### src/rtl/mem_port_arbiter.sv
// Shares one SRAM-like memory port between instruction fetch and data access.
// Round-robin grant on contention, one outstanding transaction at a time.
module mem_port_arbiter #(
  parameter int AW = 32,
  parameter int DW = 32
) (
  input  logic            clk,
  input  logic            resetn,
  input  logic            inst_req,
  input  logic [AW-1:0]   inst_addr,
  output logic            inst_addr_ok,
  output logic            inst_data_ok,
  output logic [DW-1:0]   inst_rdata,
  input  logic            data_req,
  input  logic            data_wr,
  input  logic [DW/8-1:0] data_wstrb,
  input  logic [AW-1:0]   data_addr,
  input  logic [DW-1:0]   data_wdata,
  output logic            data_addr_ok,
  output logic            data_data_ok,
  output logic [DW-1:0]   data_rdata,
  output logic            mem_req,
  output logic            mem_wr,
  output logic [DW/8-1:0] mem_wstrb,
  output logic [AW-1:0]   mem_addr,
  output logic [DW-1:0]   mem_wdata,
  input  logic            mem_addr_ok,
  input  logic            mem_data_ok,
  input  logic [DW-1:0]   mem_rdata,
  output logic [1:0]      dbg_state
);

  // Handshake: mem_req is held in ADDR until mem_addr_ok; the owner's addr_ok
  // and data_ok are single-cycle pulses coinciding with mem_addr_ok / mem_data_ok.

  typedef enum logic [1:0] {
    IDLE = 2'd0,
    ADDR = 2'd1,
    DATA = 2'd2
  } state_t;

  localparam logic OWN_INST = 1'b0;
  localparam logic OWN_DATA = 1'b1;

  state_t            state_q, state_d;
  logic              owner_q, owner_d;
  logic              last_q, last_d;
  logic              wr_q, wr_d;
  logic [DW/8-1:0]   wstrb_q, wstrb_d;
  logic [AW-1:0]     addr_q, addr_d;
  logic [DW-1:0]     wdata_q, wdata_d;
  logic              grant_data;

  always_ff @(posedge clk or negedge resetn) begin
    if (!resetn) begin
      state_q <= IDLE;
      owner_q <= OWN_INST;
      last_q  <= OWN_INST;
      wr_q    <= 1'b0;
      wstrb_q <= '0;
      addr_q  <= '0;
      wdata_q <= '0;
    end else begin
      state_q <= state_d;
      owner_q <= owner_d;
      last_q  <= last_d;
      wr_q    <= wr_d;
      wstrb_q <= wstrb_d;
      addr_q  <= addr_d;
      wdata_q <= wdata_d;
    end
  end

  always_comb begin
    state_d    = state_q;
    owner_d    = owner_q;
    last_d     = last_q;
    wr_d       = wr_q;
    wstrb_d    = wstrb_q;
    addr_d     = addr_q;
    wdata_d    = wdata_q;
    grant_data = 1'b0;
    case (state_q)
      IDLE: begin
        if (inst_req || data_req) begin
          // On contention the requester that did not win last time goes first.
          grant_data = data_req && (!inst_req || (last_q == OWN_INST));
          owner_d    = grant_data ? OWN_DATA : OWN_INST;
          last_d     = grant_data ? OWN_DATA : OWN_INST;
          state_d    = ADDR;
          if (grant_data) begin
            wr_d    = data_wr;
            wstrb_d = data_wr ? data_wstrb : '0;
            addr_d  = data_addr;
            wdata_d = data_wdata;
          end else begin
            wr_d    = 1'b0;
            wstrb_d = '0;
            addr_d  = inst_addr;
            wdata_d = '0;
          end
        end
      end
      ADDR: begin
        if (mem_addr_ok) state_d = DATA;
      end
      DATA: begin
        if (mem_data_ok) state_d = IDLE;
      end
      default: state_d = IDLE;
    endcase
  end

  assign mem_req   = (state_q == ADDR);
  assign mem_wr    = wr_q;
  assign mem_wstrb = wstrb_q;
  assign mem_addr  = addr_q;
  assign mem_wdata = wdata_q;

  assign inst_addr_ok = mem_req && mem_addr_ok && (owner_q == OWN_INST);
  assign data_addr_ok = mem_req && mem_addr_ok && (owner_q == OWN_DATA);
  assign inst_data_ok = (state_q == DATA) && mem_data_ok && (owner_q == OWN_INST);
  assign data_data_ok = (state_q == DATA) && mem_data_ok && (owner_q == OWN_DATA);

  assign inst_rdata = mem_rdata;
  assign data_rdata = mem_rdata;
  assign dbg_state  = state_q;

endmodule

### config.mk
export PLATFORM = sky130hd
export DESIGN_NAME = mem_port_arbiter
export DESIGN_NICKNAME = d
export VERILOG_FILES = /design/src/rtl/mem_port_arbiter.sv
export SDC_FILE = /design/constraint.sdc
export NUM_CORES = 1
export LEC_CHECK = 0
export CAP_MARGIN = 10
export CORE_AREA = 2 2 108 110
export CTS_BUF_LIST = sky130_fd_sc_hd__clkbuf_16
export CTS_CLUSTER_DIAMETER = 60
export DETAILED_ROUTE_END_ITERATION = 6
export DIE_AREA = 0 0 110 112
export DONT_BUFFER_PORTS = 1
export GPL_TIMING_DRIVEN = 0
export PLACE_DENSITY = 0.45
export SETUP_SLACK_MARGIN = 0.4
export SYNTH_ARGS = -nofsm -noshare
export SYNTH_HDL_FRONTEND = slang
export SYNTH_SLANG_ARGS = --single-unit
### constraint.sdc
create_clock -name clk -period 3.28 [get_ports clk]
set_input_delay 0.328 -clock clk [delete_from_list [all_inputs] [get_ports clk]]
set_output_delay 0.328 -clock clk [all_outputs]
set_load 0.01 [all_outputs]
==> flow_summary.yaml, run 1 <==
detailed_routing:
  antenna_left: 0
  drt_iter0_markers: 32
  vias: 2075
  wl_mm: 7.75
  wl_per_cell_um: 18.1
  drc: 0
  detailedRoute.firstPassIterationCount: 4
  via_per_inst: 4.84
sta:
  final-max-slew-violation-count: 0
  grt_setup_unrepaired: "false"
  slew_at_the_pin_closest_to_its_max_slew_limit_ps: 759
  timing.final.crit_period_ps: 1900
  fin_skew_ps: 9.50
  final.period_utilization_pct: 57.9
  achievable-frequency_ghz: 0.527
  hold_viol: 0
  layout_setup_ws_ps: 1380
  final_layout_setup_total_negative_slack_ps: 0
  finalSetupViolations: 0
  timing.max_slew.rel_slack_pct: 49.0
critical_path:
  worst_setup_path_end_kind: "register"
  timing.setup.critical_path_class: "register to register"
  worstReg2RegStart: "dbg_state[0]$_DFFE_PN0P_"
  critPathArrivalTime_ps: 2100
  critical_path_startpoint_category: "register"
  worst_r2r_path_depth: 4
  timing.critical_path.from: "dbg_state[0]$_DFFE_PN0P_"
  critPathRequiredTime_ps: 3480
  critical_path.max_fanout: 10
placement:
  place_hpwl_mm: 5.93
  port_buffers: 0
  placer_s_final_routability_congestion_estimate: 0.690
  worst_setup_slack_before_clock_tree_synthesis_ps: 1320
die:
  floorplan.die.width_um: 110
  die_area_sq_mm: 0.0123
  ioPinCount: 279
  chipHeight_um: 112
  initial_utilization_pct: 31.5
  fp-row-count: 39
  floorplan.core_area_sq_mm: 0.0112
pwr:
  switching_share_pct: 35.5
  part_of_the_total_power_dissipated_in_combinational_logic_pct: 26.6
  sequentialPowerShare_pct: 48.2
  power_per_cell_area_mw_per_mm2: 963
  power.net_switching_mw: 1.38
  p_int_mw: 2.51
  clkPwrFrac_pct: 25.3
  total_leakage_power_nw: 1.86
  vdd.ir_drop.worst_v: 0.000363
final_layout:
  top_library_cells_by_usage_in_the_layout_fill_and_taps_aside: "72 x dfrtp_1, 64 x buf_4, 34 x mux2_2, 33 x a22o_1, 30 x mux2_1"
  most_frequent_standard_cell_in_the_layout_excluding_fill_and_tap_cells: "dfrtp_1"
  num_antenna_cells: 0
  fillCellCount: 1087
  final_layout_size_suffix_gt1_share_pct: 44.1
  area_growth_syn_to_layout_pct: 14.8
  final_net_count: 420
worst_hold_path:
  holdCritPathClass: "input port to register"
  worstHoldStart: "mem_addr_ok"
  worstHoldPathCells: 1
clock_tree:
  cts_made_buffers: 9
  clock_path_buffers: 2
  tritoncts: "yes"
  clk_latency_ps: 330
  cts-root-buf: "clkbuf_16"
  clock-sinks: 72
  htree_num_levels: 3
  clk_pin_slew_ps: 60
yosys:
  ys_types: 22
  number_of_cells_produced_by_synthesis: 268
  synth.yosys.warnings: 0
  synthesis.area_per_instance_sq_um: 13.1
  yosys_register_bits: 72
  ys_seq_area_share_pct: 51.2
  syn-cell-area_sq_mm: 0.00352
  syn-num-nets: 407
run:
  maxCapViolCount: 0
global_route:
  grt_usage_pct: 12.1
  grt_pass1_wl_mm: 10.9
  number_of_global_route_vias_before_repair: 2026
  total_congestion_overflow_after_global_routing: 0
  initial_antenna_violation_count: 0
  grt_max_degree: 73
outcome:
  outcome: "finished, final reports clean"
## critical path, cell delays in order (launching register included)
cell and delay [ps]:
dfrtp_1 490, nor2_1 80, o21ai_1 410, buf_2 410, mux2_2 370
## synthesized netlist by cell type (all sizes together)
master	n	share of area, %
buf	75	16
dfrtp	72	51
mux2	64	20
a22o	33	8.2
a32o	4	1.1
clkbuf	4	0.43
o21ai	3	0.43
nand2	2	0.21
nor2	2	0.21
nor3	2	0.43
a21bo	1	0.28
a21o	1	0.21
and3	1	0.18
inv	1	0.11
nand2b	1	0.18
nor2b	1	0.18
nor3b	1	0.21
## metal layers
layer	track usage, %	part of all wire [%]	vias up
met4	4.56	1.2	0
met3	7.44	16	7
met1	13.7	36	983
li1	-	-	913
met5	0	0	-
met2	18.3	47	172
## worst paths after layout
check	to	slack [ps]
hold / removal	dbg_state[0]$_DFFE_PN0P_	100
min in group asynchronous	mem_wdata[22]$_DFFE_PN0P_	540
setup / recovery	mem_addr[12]$_DFFE_PN0P_	1380
hold reg to reg	mem_wdata[18]$_DFFE_PN0P_	580
setup reg to reg	mem_addr[12]$_DFFE_PN0P_	1380
max in group asynchronous	mem_addr[23]$_DFFE_PN0P_	2450
## flip-flops by register name (all words and copies together) (netlist names)
name and count:
mem_wdata 32, dbg_state 2, mem_wr 1, last_q 1
mem_addr 32, mem_wstrb 4
## area by class of cell
cell class              instances  area (sq um)  area share, %
plain buffers                  79           576           14.2
clock buffers                   9           225           5.57
clock inverters                 7          80.1           1.98
inverters                       1          3.75         0.0929
multi-input cells             116          1140           28.2
flip-flops and latches         72          1800           44.6
well taps                     143           179           4.43
repair buffers                  2          37.5          0.929
## power groups by stage
stage | clock (mW) | sequential (mW) | combinational (mW)
after floorplan | 0 | 1.77 | 0.878
after global placement | 0 | 1.90 | 1.01
after detailed placement | 0 | 1.89 | 1.05
after CTS | 1.02 | 1.88 | 1.06
after global routing | 1.07 | 1.93 | 1.15
final | 0.984 | 1.87 | 1.03
## per-stage QoR
| step | cell area [sq um] | util [%] | power [mW] | instances | hold slack [ps] |
|---|---|---|---|---|---|
| after floorplan | 3520 | - | 2.65 | 268 | 32.4 |
| final | 4040 | 36.2 | 3.89 | 429 | 105 |
| after global placement | 3700 | 33.1 | 2.92 | 411 | 34.5 |
| after global routing | 4040 | 36.2 | 4.15 | 429 | 98.7 |
| after detailed placement | 3700 | 33.1 | 2.93 | 411 | 34.1 |
| after CTS | 4040 | 36.2 | 3.97 | 429 | 91.8 |
## kinds of logic after synthesis
family	share of synthesized area (%)
muxes	20.5
DFF	51.2
buffers and inverters	16.5
and+or+nand+nor	1.60
AOI/OAI and AO/OA	10.3
## what timing repair did
item	CTS	global route
endpoints found under the setup margin	0	0
setup buffers	0	0
hold endpoints to repair	72	0
resized for setup	0	0
hold buffers	2	0
Power figures use the tool's default switching activity.
==> run 2: changes to the inputs <==
--- a/config.mk
+++ b/config.mk
@@ -6,14 +6,14 @@
 export NUM_CORES = 1
 export LEC_CHECK = 0
 export CAP_MARGIN = 10
-export CORE_AREA = 2 2 108 110
+export CORE_AREA = 2 2 107 109
 export CTS_BUF_LIST = sky130_fd_sc_hd__clkbuf_16
 export CTS_CLUSTER_DIAMETER = 60
 export DETAILED_ROUTE_END_ITERATION = 6
-export DIE_AREA = 0 0 110 112
+export DIE_AREA = 0 0 109 111
 export DONT_BUFFER_PORTS = 1
 export GPL_TIMING_DRIVEN = 0
-export PLACE_DENSITY = 0.45
+export PLACE_DENSITY = 0.46
 export SETUP_SLACK_MARGIN = 0.4
 export SYNTH_ARGS = -nofsm -noshare
 export SYNTH_HDL_FRONTEND = slang
==> constraint.sdc (replaced) <==
create_clock -name clk -period 1.9 [get_ports clk]
set_input_delay 0.19 -clock clk [delete_from_list [all_inputs] [get_ports clk]]
set_output_delay 0.19 -clock clk [all_outputs]
set_load 0.01 [all_outputs]
==> flow_summary.yaml, run 2 (same netlist as run 1, synthesis figures left out) <==
outcome:
  outcome: "complete, but fails checks"
  violations: "hold timing"
worst_hold_path:
  holdCritPathClass: "input port to asynchronous set/reset pin"
final_layout:
  final_net_count: 456
  num_antenna_cells: 0
  final_design_area_no_fill_sq_mm: 0.00446
  final_layout_size_suffix_gt1_share_pct: 45.0
  area_growth_syn_to_layout_pct: 26.8
  most_frequent_standard_cell_in_the_layout_excluding_fill_and_tap_cells: "dfrtp_1"
  final_core_util_pct: 40.3
  top_library_cells_by_usage_in_the_layout_fill_and_taps_aside: "69 x dfrtp_1, 68 x buf_4, 36 x dlygate4sd3_1, 34 x mux2_2, 33 x a22o_1"
  fillCellCount: 1056
clock_tree:
  htree_num_levels: 3
  cts-root-buf: "clkbuf_16"
  clk_pin_slew_ps: 60
  cts_made_buffers: 9
  clock_path_buffers: 2
  clock-sinks: 72
  clk_latency_ps: 330
  tritoncts: "yes"
sta:
  slew_at_the_pin_closest_to_its_max_slew_limit_ps: 369
  hold_viol: 72
  final-max-slew-violation-count: 0
  timing.final.crit_period_ps: 1560
  layout_setup_ws_ps: 339
  achievable-frequency_ghz: 0.641
  hold-worst-slack_ps: -450
  finalSetupViolations: 0
  grt_setup_unrepaired: "true"
  fin_skew_ps: 7.22
  timing.max_slew.rel_slack_pct: 75.3
  final.period_utilization_pct: 82.2
placement:
  worst_setup_slack_before_clock_tree_synthesis_ps: -26.9
  place_hpwl_mm: 5.77
  port_buffers: 0
  placer_s_final_routability_congestion_estimate: 0.659
  dpl-instance-area_sq_mm: 0.00370
die:
  die_area_sq_mm: 0.0121
  floorplan.die.width_um: 109
  fp-row-count: 39
  chipHeight_um: 111
  initial_utilization_pct: 31.8
  ioPinCount: 279
  floorplan.core_area_sq_mm: 0.0111
pwr:
  part_of_the_total_power_dissipated_in_combinational_logic_pct: 29.6
  total_leakage_power_nw: 2.02
  sequentialPowerShare_pct: 47.4
  vdd.ir_drop.worst_v: 0.000802
  power_per_cell_area_mw_per_mm2: 1530
  p_int_mw: 4.40
  switching_share_pct: 35.7
  power.net_switching_mw: 2.44
  clkPwrFrac_pct: 22.9
global_route:
  grt_max_degree: 73
  number_of_global_route_vias_before_repair: 2220
  total_congestion_overflow_after_global_routing: 0
  grt_pass1_wl_mm: 11.6
  grt_usage_pct: 12.8
  initial_antenna_violation_count: 0
detailed_routing:
  detailedRoute.firstPassIterationCount: 4
  via_per_inst: 4.76
  antenna_left: 0
  wl_mm: 7.98
  vias: 2214
  wl_per_cell_um: 17.2
  drt_iter0_markers: 52
  drc: 0
critical_path:
  critical_path_startpoint_category: "register"
  worst_setup_path_end_kind: "register"
  critPathArrivalTime_ps: 1770
  critPathRequiredTime_ps: 2110
  timing.setup.critical_path_class: "register to register"
  critical_path.max_fanout: 10
run:
  maxCapViolCount: 0
-- run 2: cell count changes in the layout (fill, tap and decap cells not counted), sizes merged --
cell | before | now
bufinv | 1 | 0
clkbuf | 13 | 12
clkinvlp | 0 | 5
clkinv | 4 | 0
buf | 76 | 78
dlygate4sd3 | 1 | 36
-- run 2: final cells by class --
class                   instances  area (sq um)  share of cell area (%)
flip-flops and latches         72          1810                    40.5
multi-input cells             116          1190                    26.7
plain buffers                  79           628                    14.1
repair buffers                 38           375                    8.41
clock buffers                   9           225                    5.05
well taps                     143           179                    4.01
clock inverters                 7          55.1                    1.23
inverters                       1          3.75                  0.0841
-- run 2: worst paths after layout --
| kind | slack [ps] | cells past startpoint | start | endpoint |
|---|---|---|---|---|
| setup / recovery | 340 | 5 | last_q$_DFFE_PN0P_ | mem_addr[20]$_DFFE_PN0P_ |
| hold / removal | -450 | 0 | resetn | mem_wdata[26]$_DFFE_PN0P_ |
| setup reg to reg | 340 | 5 | last_q$_DFFE_PN0P_ | mem_addr[20]$_DFFE_PN0P_ |
| hold reg to reg | 570 | 1 | mem_wdata[15]$_DFFE_PN0P_ | mem_wdata[15]$_DFFE_PN0P_ |
| max in group asynchronous | 2240 | 0 | resetn | mem_addr[11]$_DFFE_PN0P_ |
| min in group clk | 10 | 2 | mem_addr_ok | dbg_state[1]$_DFFE_PN0P_ |
-- run 2: layer usage --
layer	track usage (%)	vias to the layer above	wire (um)	part of all wire, %
met4	4.36	0	80	1.0
met2	21.0	163	4020	50
li1	-	981	-	-
met5	0	-	0	0
met3	6.17	5	982	12
met1	14.3	1065	2900	36
-- run 2: metrics by stage --
| step | instances | TNS, ps | power (mW) | hold WS [ps] |
|---|---|---|---|---|
| floorplan | 268 | 0 | 4.57 | -106 |
| global placement | 411 | 0 | 5.04 | -103 |
| detailed placement | 411 | -325 | 5.07 | -104 |
| CTS | 464 | 0 | 6.86 | -467 |
| global route | 465 | 0 | 7.30 | -483 |
| finish | 465 | 0 | 6.84 | -450 |
-- run 2: worst max-delay path, stage by stage, from the launching register on --
cell and delay [ps]:
dfrtp_2 400, a21bo_1 170, buf_6 140, buf_8 150
mux2_1 310, mux2_2 260
-- run 2: repair_timing --
item | in CTS | in global routing
setup buffers | 2 | 0
hold buffers | 35 | 1
pin swaps | 0 | 1
hold endpoints to repair | 107 | 73
endpoints found under the setup margin | 74 | 64
gates resized for setup | 20 | 19
-- run 2: power by group through the flow --
stage / clock network, mW / registers (mW) / logic (mW)
2_1_floorplan: 0 / 3.06 / 1.52
3_5_place_dp: 0 / 3.26 / 1.81
5_1_grt: 1.73 / 3.35 / 2.22
6_report: 1.57 / 3.24 / 2.03
3_3_place_gp: 0 / 3.28 / 1.75
4_1_cts: 1.63 / 3.25 / 1.97
